File: src/rtl/solver_scheduler.sv
// Round-robin scheduler that shares one expression-solver datapath between N_REQ
// requesters, with a per-service timeout and abort signalling.
module solver_scheduler #(
    parameter int N_REQ   = 4,
    parameter int DATA_W  = 8,
    parameter int TIMEOUT = 16
) (
    input  logic                    clk,
    input  logic                    rst,
    input  logic [N_REQ-1:0]        req,
    input  logic [N_REQ*DATA_W-1:0] x_in,
    output logic [N_REQ-1:0]        grant,
    output logic [N_REQ-1:0]        done,
    output logic                    err,
    output logic [DATA_W-1:0]       result,
    output logic                    busy,
    output logic                    sol_start,
    output logic [DATA_W-1:0]       sol_x,
    output logic                    sol_clr,
    input  logic                    sol_completed,
    input  logic [DATA_W-1:0]       sol_result
);

    localparam int IDX_W = (N_REQ > 1) ? $clog2(N_REQ) : 1;
    localparam int CNT_W = (TIMEOUT > 1) ? $clog2(TIMEOUT) : 1;

    localparam logic [IDX_W-1:0] LAST_RST = IDX_W'(N_REQ - 1);
    localparam logic [CNT_W-1:0] CNT_LAST = CNT_W'(TIMEOUT - 1);

    localparam logic [2:0] S_IDLE  = 3'd0;
    localparam logic [2:0] S_ISSUE = 3'd1;
    localparam logic [2:0] S_WAIT  = 3'd2;
    localparam logic [2:0] S_DONE  = 3'd3;
    localparam logic [2:0] S_ABORT = 3'd4;

    logic [2:0]       state;
    logic [IDX_W-1:0] last;
    logic [IDX_W-1:0] pick;
    logic [IDX_W-1:0] idx;
    logic             found;
    logic [CNT_W-1:0] cnt;

    // Round-robin search starting just after the previous winner, with wrap.
    always_comb begin
        pick  = last;
        found = 1'b0;
        idx   = last;
        for (int unsigned k = 1; k <= N_REQ; k++) begin
            idx = IDX_W'((32'(last) + k) % 32'(N_REQ));
            if (!found && req[idx]) begin
                found = 1'b1;
                pick  = idx;
            end
        end
    end

    always_ff @(posedge clk or negedge rst) begin
        if (!rst) begin
            state  <= S_IDLE;
            grant  <= '0;
            result <= '0;
            sol_x  <= '0;
            cnt    <= '0;
            last   <= LAST_RST;
        end else begin
            case (state)
                S_IDLE: begin
                    if (found) begin
                        grant <= N_REQ'(1) << pick;
                        sol_x <= x_in[int'(pick)*DATA_W +: DATA_W];
                        last  <= pick;
                        state <= S_ISSUE;
                    end
                end
                S_ISSUE: begin
                    cnt   <= '0;
                    state <= S_WAIT;
                end
                S_WAIT: begin
                    if (sol_completed) begin
                        result <= sol_result;
                        state  <= S_DONE;
                    end else if (cnt == CNT_LAST) begin
                        state <= S_ABORT;
                    end else begin
                        cnt <= cnt + CNT_W'(1);
                    end
                end
                default: begin
                    grant <= '0;
                    state <= S_IDLE;
                end
            endcase
        end
    end

    // Strobes decode straight from state so reset silences them without a clock.
    assign busy      = (state != S_IDLE);
    assign sol_start = (state == S_ISSUE);
    assign sol_clr   = (state == S_DONE) || (state == S_ABORT);
    assign err       = (state == S_ABORT);
    assign done      = sol_clr ? grant : '0;

endmodule

File: config.mk
export PLATFORM = sky130hd
export DESIGN_NAME = solver_scheduler
export DESIGN_NICKNAME = d
export VERILOG_FILES = /design/src/rtl/solver_scheduler.sv
export SDC_FILE = /design/constraint.sdc
export NUM_CORES = 1
export LEC_CHECK = 0
export CAP_MARGIN = 20
export CORE_UTILIZATION = 44
export CTS_CLUSTER_DIAMETER = 200
export DETAILED_ROUTE_END_ITERATION = 12
export PLACE_DENSITY = 0.91
export SETUP_SLACK_MARGIN = 0.2
export SLEW_MARGIN = 10
export SYNTH_ARGS = -nofsm -noshare
export SYNTH_HDL_FRONTEND = slang
export SYNTH_SLANG_ARGS = --single-unit
File: constraint.sdc
create_clock -name clk -period 4.2 [get_ports clk]
set_input_delay 1.05 -clock clk [delete_from_list [all_inputs] [get_ports clk]]
set_output_delay 1.05 -clock clk [all_outputs]
set_load 0.02 [all_outputs]
==> flow_summary.ini <==
[outcome]
status = completed

[clocking]
clock-root-buffer = clkbuf_8
cts_buffers = 5
cts_setup_buffers = 0
h-tree-depth = 2
post_cts_resize_count = 0
cts.sinks = 29
clk_pin_slew_ns = 0.06
clockBufferDepth = 2
cts_tree = yes
clkLatencyLatePin_ns = 0.27
ctsHoldBuffers = 0

[global_route]
antenna_found_initial = 0
groute.usage.overall_pct = 23.5
grt_overflow = 0
grt_pass1_vias = 1601
grt_pass1_wl_mm = 7.31
grt_max_degree = 30

[logic_synthesis]
synth_async_sr_flop_share_pct = 100
ys.flop_type = dfrtp_1
synth_edf_count = 0
ys_seq_area_share_pct = 44.8
syn_area_um2 = 1630
syn_inst = 174
ys_warn_count = 0
ys_ff_latch = 29
synth_nets = 222
avgSynthCellArea_um2 = 9.35
yosysUniqueCellTypes = 35

[timing]
tightest_slew_ns = 0.623
worst_slack_ns = 1.14
finalCritPeriodShare_pct = 72.8
setup_viol = 0
clock.fmax_mhz = 327
maxSlewViolCount = 0
rsz0062_at_grt = false
clock_skew_ns = 0.00494
fin_tns_setup_ns = 0
hold_violations = 0
post-route-min-period_ns = 3.06
slew_headroom_pct = 58.2

[floorplanning]
dieArea_um2 = 3940
start_util_pct = 47.3
coreArea_um2 = 3440
pin_count = 75
die_x_um = 62.8
rows = 21
dieHeight_um = 62.8

[worst_setup_path]
worstReg2RegEnd = sol_x[2]
crit_path_cell_trace = nor3b_1 -> nand2b_1 -> and2_1 -> clkdlybuf4s50_1
cp.required_ns = 3.15
reg2reg_depth = 6
rr_startpoint = state[0]
cp_slowest_cell = clkdlybuf4s50_1
crit_end = done[1]
critPathTopFamily = simple AND/OR/NAND/NOR gates
crit_cells = 4
critPathKind = reg -> out
crit_arrival_ns = 2.01
crit_start = state[0]
r2r_setup_slack_ns = 1.96
cp_slowest_stage_delay_ns = 0.60
end_kind = primary output
cp-start-kind = flop
crit_buf_inv = 1
cp_max_fo = 8

[layout]
seq_area_um2 = 728
n_antenna_cell = 0
nets = 299
area_growth_pct = 55.3
multi_input_area_um2 = 857
final_layout_size_suffix_gt1_share_pct = 10.7
stdcell_area_um2 = 2530
fillers = 248

[placed_design]
place_congestion = 0.816
placed_area_um2 = 2410
pre_cts_slack_ns = 0.710
dp_hpwl_mm = 3.33
portBuffers = 74

[drt]
drc_errors = 0
wl_per_cell_um = 14.8
via_per_inst = 5.44
routed_wl_mm = 4.41
first_pass_iters = 4
vias = 1622
postRouteAntennaNets = 0
drtIter0Drc = 80

[flow_run]
drv_cap = 0

[power]
vdd.ir_drop.worst_uv = 403
powerDensity_nw_per_um2 = 691
total_power_uw = 1750
power_leakage_uw = 0.00109

[worst_hold_path]
min_path_type = reg -> reg
==> cell families (layout without fill, tap and decap cells) <==
group                    after synthesis  in the layout  synth area share, %
AO/OA/AOI/OAI                         44             44                 21.2
XOR/XNOR                               1              1                0.539
adder cells (fa/ha/maj)                1              1                0.769
buffers and inverters                 10             88                 2.54
flip-flops                            29             29                 44.8
multiplexers                           9              9                 5.62
AND/OR/NAND/NOR                       80             80                 24.5
==> cells in the mapped netlist, drive strengths merged (3+ instances only) <==
cell | count | area [um^2]
a21oi | 3 | 15.0
a21bo | 8 | 80.1
nand2b | 3 | 18.8
o31ai | 8 | 60.1
dfrtp | 27 | 676
mux2i | 8 | 80.1
clkbuf | 5 | 18.8
nor2b | 4 | 25.0
nor3b | 3 | 22.5
o21ai | 8 | 40.0
and2 | 6 | 37.5
o211ai | 8 | 60.1
nor3 | 5 | 30.0
nor2 | 5 | 18.8
nand4 | 9 | 56.3
buf | 3 | 15.0
nand2 | 39 | 146
==> metrics by stage <==
step / hold WS [ns] / std cells / util, %
finish: 0.472 / 298 / 73.4
global placement: 0.458 / 289 / 70.1
detailed placement: 0.461 / 289 / 70.1
CTS: 0.477 / 297 / 73.2
global route: 0.505 / 298 / 73.4
floorplan: 0.480 / 174 / -
==> tightest hold or removal path: stages (launching register included) <==
cell and delay, ns:
dfrtp_1 0.34, nand2_1 0.05, nand2_1 0.05
==> how the worst min path moves through the flow <==
stage              start         to  slack (ns)  cells after the start
4_1_cts        result[5]  result[5]        0.48                      2
6_report       result[5]  result[5]        0.47                      2
5_1_grt        result[1]  result[1]        0.51                      2
2_1_floorplan    last[0]    last[0]        0.48                      2
3_5_place_dp   result[5]  result[5]        0.46                      2
3_3_place_gp   result[4]  result[4]        0.46                      2
==> routing by layer <==
layer  track usage, %  vias up  share of wire [%]
met1             30.7      777                 42
met3             3.28        4                5.1
met5                0        -                  0
met2             40.4       63                 52
met4             6.69        0               0.91
li1                 -      778                  -
==> layout by cell type, fill, tap and decap left out, drive strengths merged <==
master,instances
clkbuf,6
buf,4
nor3,5
nand2b,3
a21bo,8
bufinv,1
clkdlybuf4s50,74
nor3b,3
ha,1
o21ai,8
mux2i,8
a211oi,2
inv,2
nor2,5
xor2,1
or2,1
dfstp,2
a311oi,1
a21o,1
a22o,2
o21a,2
clkinv,1
o211ai,8
nand4,9
o31ai,8
nor2b,4
mux2,1
a21oi,3
o21bai,1
dfrtp,27
or3b,1
nand3,1
nand3b,2
nor4,1
and2,6
nand2,39
==> area by class of cell <==
class,instances,area share [%]
Inverter,2,0.297
Tap cell,46,2.28
Timing Repair Buffer,78,30.4
Multi-Input combinational cell,135,33.9
Sequential cell,29,28.8
Clock inverter,2,1.39
Clock buffer,6,2.87
==> power by group <==
part           switching, uW  internal (uW)  leakage, uW
logic                    514            452     0.000663
registers               94.1            410     0.000367
clock network           99.8            176    0.0000552
total                    708           1040      0.00109
==> registers in the layout, indices dropped and copies added (netlist names) <==
signal,flops
cnt,4
grant,4
last,2
result,8
sol_x,8
state,3
Power figures use the tool's default switching activity.
